$ cat config.mk
export PLATFORM = sky130hd
export DESIGN_NAME = lift_update_stage
export DESIGN_NICKNAME = d
export VERILOG_FILES = /design/src/rtl/lift_pkg.sv /design/src/rtl/lift_fifo.sv /design/src/rtl/lift_update_stage.sv
export SDC_FILE = /design/constraint.sdc
export NUM_CORES = 1
export LEC_CHECK = 0
export ABC_AREA = 1
export CELL_PAD_IN_SITES_DETAIL_PLACEMENT = 1
export CELL_PAD_IN_SITES_GLOBAL_PLACEMENT = 1
export CORE_MARGIN = 1.5
export CORE_UTILIZATION = 46
export CTS_CLUSTER_SIZE = 24
export DETAILED_ROUTE_END_ITERATION = 8
export PLACE_DENSITY = 0.85
export RECOVER_POWER = 50
export SLEW_MARGIN = 20
export SYNTH_ARGS = -nofsm -noshare
export SYNTH_HDL_FRONTEND = slang
export SYNTH_HIERARCHICAL = 1
export SYNTH_SLANG_ARGS = --single-unit
$ cat constraint.sdc
create_clock -name clk -period 4.5 [get_ports clk]
set_input_delay 0.675 -clock clk [delete_from_list [all_inputs] [get_ports clk]]
set_output_delay 0.675 -clock clk [all_outputs]
set_load 0.1 [all_outputs]
$ cat src/rtl/lift_pkg.sv
// Shared types for the DWT lifting update stage.
// Mode/state enums and width extensions used by lift_update_stage.
package lift_pkg;

  typedef enum logic {
    LIFT_HAAR = 1'b0,
    LIFT_53   = 1'b1
  } lift_mode_e;

  typedef enum logic {
    ROW_START = 1'b0,
    ROW_RUN   = 1'b1
  } row_state_e;

  // Coefficient width is DATA_W + COEF_EXT; sums use DATA_W + SUM_EXT.
  localparam int COEF_EXT = 2;
  localparam int SUM_EXT  = 3;

endpackage

$ cat src/rtl/lift_fifo.sv
// Synchronous FIFO for one input stream of the lifting update stage.
// Ports: push_i/data_i in, pop_i/data_o out, full_o/empty_o, drop_o.
module lift_fifo #(
  parameter int W     = 8,
  parameter int DEPTH = 4
) (
  input  logic         clk,
  input  logic         rst,
  input  logic         push_i,
  input  logic [W-1:0] data_i,
  input  logic         pop_i,
  output logic [W-1:0] data_o,
  output logic         full_o,
  output logic         empty_o,
  output logic         drop_o
);

  localparam int AW = $clog2(DEPTH);

  logic [W-1:0]  mem_q [DEPTH];
  logic [AW-1:0] wr_q;
  logic [AW-1:0] rd_q;
  logic [AW:0]   cnt_q;
  logic          do_push;
  logic          do_pop;

  assign empty_o = (cnt_q == '0);
  assign full_o  = (cnt_q == (AW+1)'(DEPTH));
  assign do_pop  = pop_i & ~empty_o;
  // A full FIFO still accepts when an entry leaves this cycle.
  assign do_push = push_i & (~full_o | do_pop);
  assign drop_o  = push_i & ~do_push;
  assign data_o  = mem_q[rd_q];

  always_ff @(posedge clk) begin
    if (do_push) begin
      mem_q[wr_q] <= data_i;
    end
  end

  always_ff @(posedge clk) begin
    if (rst) begin
      wr_q  <= '0;
      rd_q  <= '0;
      cnt_q <= '0;
    end else begin
      if (do_push) begin
        wr_q <= wr_q + AW'(1);
      end
      if (do_pop) begin
        rd_q <= rd_q + AW'(1);
      end
      case ({do_push, do_pop})
        2'b10:   cnt_q <= cnt_q + (AW+1)'(1);
        2'b01:   cnt_q <= cnt_q - (AW+1)'(1);
        default: cnt_q <= cnt_q;
      endcase
    end
  end

endmodule

$ cat src/rtl/lift_update_stage.sv
// Lifting update stage: pairs even samples with details, emits coarse.
// In: mode, even_input/valid, detail_coefficient/valid. Out: coarse_*,
// row_end, overflow, sat_flag (only with LIFT_UPDATE_SAT_EN defined).
module lift_update_stage
  import lift_pkg::*;
#(
  parameter int DATA_W     = 8,
  parameter int ROW_LEN    = 8,
  parameter int FIFO_DEPTH = 4
) (
  input  logic                       clk,
  input  logic                       rst,
  input  logic                       mode,
  input  logic [DATA_W-1:0]          even_input,
  input  logic                       even_valid,
  input  logic [DATA_W:0]            detail_coefficient,
  input  logic                       detail_valid,
  output logic [DATA_W+COEF_EXT-1:0] coarse_coefficients,
  output logic                       coarse_valid,
  output logic                       row_end,
  output logic                       overflow
`ifdef LIFT_UPDATE_SAT_EN
  ,
  output logic                       sat_flag
`endif
);

  localparam int COEF_W = DATA_W + COEF_EXT;
  localparam int SUM_W  = DATA_W + SUM_EXT;
  localparam int IDX_W  = $clog2(ROW_LEN);
  localparam logic [IDX_W-1:0] LAST = IDX_W'(ROW_LEN - 1);
  localparam logic signed [SUM_W-1:0] TWO = SUM_W'(2);

  logic [DATA_W-1:0] x_head;
  logic [DATA_W:0]   d_head;
  logic              e_empty;
  logic              d_empty;
  logic              e_full;
  logic              d_full;
  logic              e_drop;
  logic              d_drop;
  logic              pop;

  assign pop = ~e_empty & ~d_empty;

  lift_fifo #(
    .W     (DATA_W),
    .DEPTH (FIFO_DEPTH)
  ) u_even_fifo (
    .clk     (clk),
    .rst     (rst),
    .push_i  (even_valid),
    .data_i  (even_input),
    .pop_i   (pop),
    .data_o  (x_head),
    .full_o  (e_full),
    .empty_o (e_empty),
    .drop_o  (e_drop)
  );

  lift_fifo #(
    .W     (DATA_W + 1),
    .DEPTH (FIFO_DEPTH)
  ) u_detail_fifo (
    .clk     (clk),
    .rst     (rst),
    .push_i  (detail_valid),
    .data_i  (detail_coefficient),
    .pop_i   (pop),
    .data_o  (d_head),
    .full_o  (d_full),
    .empty_o (d_empty),
    .drop_o  (d_drop)
  );

  logic unused_full;
  assign unused_full = e_full ^ d_full;

  row_state_e          state_q, state_d;
  lift_mode_e          mode_q, mode_d;
  lift_mode_e          mode_eff;
  logic [IDX_W-1:0]    idx_q, idx_d;
  logic [DATA_W:0]     dprev_q, dprev_d;
  logic [DATA_W:0]     dp_sel;
  logic                ovf_q, ovf_d;
  logic [COEF_W-1:0]   coef_q, coef_d;
  logic                cv_q, cv_d;
  logic                re_q, re_d;
  logic                sat_q, sat_d;

  // Row start uses live mode and its own detail (symmetric extension).
  assign mode_eff = (state_q == ROW_START) ? lift_mode_e'(mode) : mode_q;
  assign dp_sel   = (state_q == ROW_START) ? d_head : dprev_q;

  logic signed [SUM_W-1:0] x_s;
  logic signed [SUM_W-1:0] d_s;
  logic signed [SUM_W-1:0] dp_s;
  logic signed [SUM_W-1:0] haar_s;
  logic signed [SUM_W-1:0] l53_s;
  logic signed [SUM_W-1:0] sum_s;
  logic [COEF_W-1:0]       res;
  logic                    res_sat;

  assign x_s    = signed'({3'b000, x_head});
  assign d_s    = signed'({{2{d_head[DATA_W]}}, d_head});
  assign dp_s   = signed'({{2{dp_sel[DATA_W]}}, dp_sel});
  assign haar_s = d_s >>> 1;
  assign l53_s  = (dp_s + d_s + TWO) >>> 2;
  assign sum_s  = x_s + ((mode_eff == LIFT_53) ? l53_s : haar_s);

`ifdef LIFT_UPDATE_SAT_EN
  localparam logic [COEF_W-1:0] MAXV = {2'b00, {DATA_W{1'b1}}};

  always_comb begin
    res     = sum_s[COEF_W-1:0];
    res_sat = 1'b0;
    if (sum_s[SUM_W-1]) begin
      res     = '0;
      res_sat = 1'b1;
    end else if (|sum_s[SUM_W-2:DATA_W]) begin
      res     = MAXV;
      res_sat = 1'b1;
    end
  end
`else
  // Top sum bit is redundant: the result always fits COEF_W signed.
  logic unused_msb;
  assign unused_msb = sum_s[SUM_W-1];
  assign res        = sum_s[COEF_W-1:0];
  assign res_sat    = 1'b0;
`endif

  always_comb begin
    state_d = state_q;
    mode_d  = mode_q;
    idx_d   = idx_q;
    dprev_d = dprev_q;
    coef_d  = coef_q;
    cv_d    = 1'b0;
    re_d    = 1'b0;
    sat_d   = 1'b0;
    ovf_d   = ovf_q | e_drop | d_drop;
    if (pop) begin
      cv_d    = 1'b1;
      coef_d  = res;
      sat_d   = res_sat;
      dprev_d = d_head;
      unique case (state_q)
        ROW_START: begin
          mode_d  = lift_mode_e'(mode);
          idx_d   = IDX_W'(1);
          state_d = ROW_RUN;
        end
        ROW_RUN: begin
          if (idx_q == LAST) begin
            re_d    = 1'b1;
            idx_d   = '0;
            state_d = ROW_START;
          end else begin
            idx_d = idx_q + IDX_W'(1);
          end
        end
        default: state_d = ROW_START;
      endcase
    end
  end

  always_ff @(posedge clk) begin
    if (rst) begin
      state_q <= ROW_START;
      mode_q  <= LIFT_HAAR;
      idx_q   <= '0;
      dprev_q <= '0;
      ovf_q   <= 1'b0;
      coef_q  <= '0;
      cv_q    <= 1'b0;
      re_q    <= 1'b0;
      sat_q   <= 1'b0;
    end else begin
      state_q <= state_d;
      mode_q  <= mode_d;
      idx_q   <= idx_d;
      dprev_q <= dprev_d;
      ovf_q   <= ovf_d;
      coef_q  <= coef_d;
      cv_q    <= cv_d;
      re_q    <= re_d;
      sat_q   <= sat_d;
    end
  end

  assign coarse_coefficients = coef_q;
  assign coarse_valid        = cv_q;
  assign row_end             = re_q;
  assign overflow            = ovf_q;

`ifdef LIFT_UPDATE_SAT_EN
  assign sat_flag = sat_q;
`else
  logic unused_sat;
  assign unused_sat = sat_q;
`endif

endmodule

==> flow_summary.json, run 1 <==
{
  "antenna_left": 0,
  "max_freq_mhz": 239,
  "die_x_um": 113,
  "wl_met1_um": 5770,
  "clk_path_buf_depth": 2,
  "multi_input_area_sq_um": 2260,
  "seq_area_sq_um": 2950,
  "cts.reportedPaths.clkPinSlew_ns": 0.05,
  "period_minus_slack_ns": 4.18,
  "core_sq_um": 11900,
  "dr_wl_met2_um": 7660,
  "critPathRequiredTime_ns": 4.81,
  "crit_type": "reg -> reg",
  "max-cap-violations": 0,
  "fillerInstances": 1344,
  "antenna_cells": 0,
  "path_max_fanout": 10,
  "setup_viol": 0,
  "worstPathArrival_ns": 4.49,
  "tightest_slew_ns": 1.00,
  "io_buffers": 34,
  "drive_gt1_frac": 0.107,
  "synth.net_count": 659,
  "hpwl_um": 9510,
  "worstRegToRegCells": 27,
  "cp_slowest_cell": "dfxtp_2",
  "drtIter0Drc": 203,
  "startpoint_type": "register",
  "top_layer_used": "met4",
  "met3_wirelength_um": 593,
  "final_net_count": 705,
  "grt_max_degree": 37,
  "routed_via_density": 5.44,
  "yosysWarningCount": 6,
  "antenna_found_initial": 0,
  "grt_overflow": 0,
  "clock_latency_ns": 0.42,
  "rows": 40,
  "vias": 4372,
  "routed_wirelength_um": 14500,
  "grt_pass1_vias": 4799,
  "slew-limit-headroom": 0.328,
  "synthCells": 598,
  "wl_per_cell_um": 18.1,
  "holdBufCountCts": 0,
  "grt.total_usage": 0.245,
  "syn2layout_area_growth_pct": 19.8,
  "cts.sinks": 113,
  "place_area_sq_um": 6060,
  "hp-class": "reg -> reg",
  "min_path_cells": 2,
  "end_kind": "register",
  "cts_made_buffers": 17,
  "grt_pass1_wl_um": 23700,
  "hold_violations": 0,
  "drcViolationCount": 0,
  "drtPass1Iterations": 4,
  "ios": 35,
  "clock_tree.htree_level_count": 4,
  "start_util": 0.468,
  "netlist_area_sq_um": 5570,
  "cts_tree": "yes",
  "outcome": "completed",
  "skew_ns": 0.00836,
  "final_area_sq_um": 6680,
  "die_h_um": 113,
  "syn_avg_cell_area_sq_um": 9.32,
  "die_area_sq_um": 12800,
  "clock-root-buffer": "clkbuf_16",
  "place.gp.congestion": 0.866,
  "finalCritPeriodShare": 0.929,
  "slew_violations": 0,
  "slowest_delay_ns": 0.43
}
==> layer usage <==
metal | up-vias | global-route usage
li1 | 2116 | -
met1 | 2126 | 0.261
met2 | 93 | 0.447
met3 | 37 | 0.0664
met4 | 0 | 0.118
met5 | - | 0
==> worst paths after layout <==
kind | startpoint | to | slack (ns)
max | register | coarse_coefficients[8] | 0.32
min | coarse_coefficients[9] | coarse_coefficients[9] | 0.47
max reg2reg | register | coarse_coefficients[8] | 0.32
min reg2reg | coarse_coefficients[9] | coarse_coefficients[9] | 0.47
==> final cells by class <==
class	count	share of cell area
clock buffers	22	0.0695
clock inverters	10	0.0204
inverters	79	0.0455
multi-input cells	393	0.339
flip-flops and latches	113	0.441
well taps	147	0.0276
repair buffers	40	0.0572
==> registers in the layout (all words and copies together), names as in the netlist, named ones only <==
name and count:
coarse_coefficients 10, coarse_valid 1, dprev_q 9, idx_q 3, mode_q 1, overflow 1, row_end 1, state_q 1
u_detail_fifo/cnt_q 3, u_detail_fifo/mem_q 36, u_detail_fifo/rd_q 2, u_detail_fifo/wr_q 2, u_even_fifo/cnt_q 3, u_even_fifo/mem_q 32, u_even_fifo/rd_q 2, u_even_fifo/wr_q 2
==> per-stage QoR <==
stage               hold slack (ns)  setup WS, ns  setup TNS (ns)   util  cells
finish                        0.469         0.320               0  0.560    804
detailed placement            0.464         0.253               0  0.509    771
global placement              0.450         0.484               0  0.509    771
CTS                           0.476        0.0810               0  0.560    803
floorplan                     0.436         0.829               0      -    598
global route                  0.509       -0.0501          -0.171  0.560    804
==> critical path: cells and delay by family, from the launching register on <==
kind                     cells  cell delay [ns]
AO/OA/AOI/OAI                8             1.02
adder cells (fa/ha/maj)      3             1.01
AND/OR/NAND/NOR             11             1.17
flip-flops                   1             0.43
buffers and inverters        5             0.41
==> cell usage in the layout, fill, tap and decap left out, types with 3 or more instances in the layout <==
master / instances
o21ai_1: 3
nor2_2: 3
clkbuf_16: 17
clkbuf_1: 4
nand3_1: 17
clkdlybuf4s50_1: 16
bufinv_16: 3
nor2_1: 86
xor2_1: 5
nand2_1: 71
nor3_1: 3
dlygate4sd3_1: 18
o22ai_1: 17
a21oi_1: 41
inv_2: 4
inv_1: 73
nor2_4: 3
edfxtp_1: 68
buf_4: 5
nand2_2: 8
clkinv_2: 3
o21ai_0: 71
xnor2_1: 3
nand4_1: 6
dfxtp_1: 43
ha_1: 35
a21oi_2: 6
clkinvlp_4: 3
fa_1: 4
==> what timing repair did <==
action / in CTS / in global routing
hold endpoints to repair: 0 / 0
endpoints found under the setup margin: 0 / 6
gates resized for setup: 0 / 9
buffers inserted: 0 / 1
Power of run 1 is not shown: default switching activity piles up to over one toggle a cycle in this logic, so the estimate is an artifact.
==> run 2: changes to the inputs <==
--- a/config.mk
+++ b/config.mk
@@ -9,10 +9,10 @@
 export CELL_PAD_IN_SITES_DETAIL_PLACEMENT = 1
 export CELL_PAD_IN_SITES_GLOBAL_PLACEMENT = 1
 export CORE_MARGIN = 1.5
-export CORE_UTILIZATION = 46
+export CORE_UTILIZATION = 50
 export CTS_CLUSTER_SIZE = 24
 export DETAILED_ROUTE_END_ITERATION = 8
-export PLACE_DENSITY = 0.85
+export PLACE_DENSITY = 0.91
 export RECOVER_POWER = 50
 export SLEW_MARGIN = 20
 export SYNTH_ARGS = -nofsm -noshare
==> constraint.sdc (replaced) <==
create_clock -name clk -period 4.9 [get_ports clk]
set_input_delay 0.735 -clock clk [delete_from_list [all_inputs] [get_ports clk]]
set_output_delay 0.735 -clock clk [all_outputs]
set_load 0.1 [all_outputs]
==> run 2 against run 1 <==
Effect of this change:
- utilization up 4.5 points
- critical path depth unchanged
- die area down 7.8%
- register-to-register slack better by 0.06 ns
- first-iteration DRC count up 34%
- non-clock buffer count down 1
- routed wire length up 12%
- clock-buffer cell count down 3
- critical path type unchanged
- clock skew up 0.0064 ns
- critical endpoint is now coarse_coefficients[6]
- global-route usage up 5.5 points
- final area down 1.6%
==> flow_summary.json, run 2 (synthesized netlist as in run 1, its figures left out) <==
{
  "holdBufCountCts": 0,
  "vias": 4585,
  "worstPathArrival_ns": 4.92,
  "hold_violations": 0,
  "antenna_cells": 0,
  "die_h_um": 109,
  "worstRegToRegCells": 27,
  "grt_max_degree": 37,
  "rows": 38,
  "tightest_slew_ns": 1.00,
  "antenna_left": 0,
  "max_freq_mhz": 221,
  "die_x_um": 109,
  "wl_per_cell_um": 20.5,
  "dp.cells": 761,
  "period_minus_slack_ns": 4.52,
  "place_area_sq_um": 6030,
  "clock_tree.htree_level_count": 4,
  "slew_violations": 0,
  "grt_pass1_wl_um": 25800,
  "cts.sinks": 113,
  "startpoint_type": "register",
  "clock-root-buffer": "clkbuf_8",
  "grt.total_usage": 0.300,
  "finalCritPeriodShare": 0.921,
  "clk_path_buf_depth": 2,
  "io_buffers": 34,
  "crit_type": "reg -> reg",
  "drcViolationCount": 0,
  "path_max_fanout": 10,
  "start_util": 0.514,
  "cts_made_buffers": 17,
  "instances_no_fill": 796,
  "grt_overflow": 0,
  "routed_via_density": 5.76,
  "syn2layout_area_growth_pct": 17.8,
  "outcome": "completed",
  "final_area_sq_um": 6570,
  "slew-limit-headroom": 0.332,
  "max-cap-violations": 0,
  "fillerInstances": 1219,
  "core_sq_um": 10800,
  "drive_gt1_frac": 0.0930,
  "skew_ns": 0.0148,
  "rsz0062_at_grt": "false",
  "drtPass1Iterations": 4,
  "regMostFlops": "u_detail_fifo/mem_q",
  "clock_latency_ns": 0.52,
  "die_area_sq_um": 11800,
  "layout_common_cells": "87 x nor2_1, 74 x inv_1, 73 x nand2_1",
  "critPathRequiredTime_ns": 5.30,
  "drtIter0Drc": 273,
  "end_kind": "register",
  "antenna_found_initial": 0,
  "largest_reg_flops": 36,
  "place.gp.congestion": 0.830,
  "grt_pass1_vias": 4905,
  "cts.reportedPaths.clkPinSlew_ns": 0.06,
  "routed_wirelength_um": 16300,
  "fin_setup_tns_ns": 0,
  "hp-class": "reg -> reg",
  "final_net_count": 704,
  "min_path_cells": 2,
  "setup_viol": 0,
  "layout_commonest_cell": "nor2_1",
  "hpwl_um": 10200,
  "cts_tree": "yes",
  "ios": 35,
  "hold_start": "coarse_coefficients[7]"
}
[run 2: layout make-up]
class                           count  area (sq um)  area share
Clock buffer                       19           422      0.0642
Clock inverter                     13           119      0.0181
Inverter                           79           302      0.0459
Multi-Input combinational cell    393          2220       0.339
Sequential cell                   113          2950       0.449
Tap cell                          140           175      0.0267
Timing Repair Buffer               39           378      0.0575
[run 2: metal layers]
| metal | GRT usage | up-vias | share of wire |
|---|---|---|---|
| met2 | 0.547 | 157 | 0.54 |
| met4 | 0.147 | 0 | 0.035 |
| met3 | 0.0705 | 47 | 0.049 |
| li1 | - | 2117 | - |
| met5 | 0 | - | 0 |
| met1 | 0.324 | 2264 | 0.38 |
[run 2: path summary, 6_finish.rpt]
kind	end	slack, ns
worst max-delay path	coarse_coefficients[6]	0.38
worst min register to register	coarse_coefficients[7]	0.48
worst min-delay path	coarse_coefficients[7]	0.48
worst max register to register	coarse_coefficients[6]	0.38
[run 2: worst max-delay path, stage by stage (launching register included)]
cell      delay (ns)
dfxtp_2         0.38
inv_2           0.16
o21ai_0         0.13
o22ai_2         0.18
inv_1           0.11
nand2_1         0.07
o21ai_0         0.09
ha_1            0.28
inv_1           0.08
nand2_1         0.07
nor2_2          0.22
inv_1           0.09
fa_1            0.42
inv_1           0.08
a21oi_1         0.08
o21bai_2        0.20
nand2_1         0.14
nand2_1         0.09
o22ai_1         0.09
ha_1            0.37
a21oi_1         0.18
nand2_1         0.14
a21oi_1         0.23
nor2_1          0.07
nor2_1          0.13
xnor2_1         0.08
o21ai_0         0.16
inv_1           0.06
[run 2: through the flow]
step	hold slack [ns]	utilization	setup WS, ns
2_1_floorplan	0.436	-	1.23
3_3_place_gp	0.453	0.557	0.690
3_5_place_dp	0.472	0.557	0.201
4_1_cts	0.480	0.607	0.0936
5_1_grt	0.499	0.606	0.00232
6_report	0.476	0.606	0.385
[run 2: timing repair]
item / in CTS / in global routing
setup buffers: 0 / 3
pin swaps: 0 / 1
gates cloned: 0 / 0
endpoints found under the setup margin: 4 / 4
resized for setup: 1 / 4
Power of run 2 is left out for the same reason.
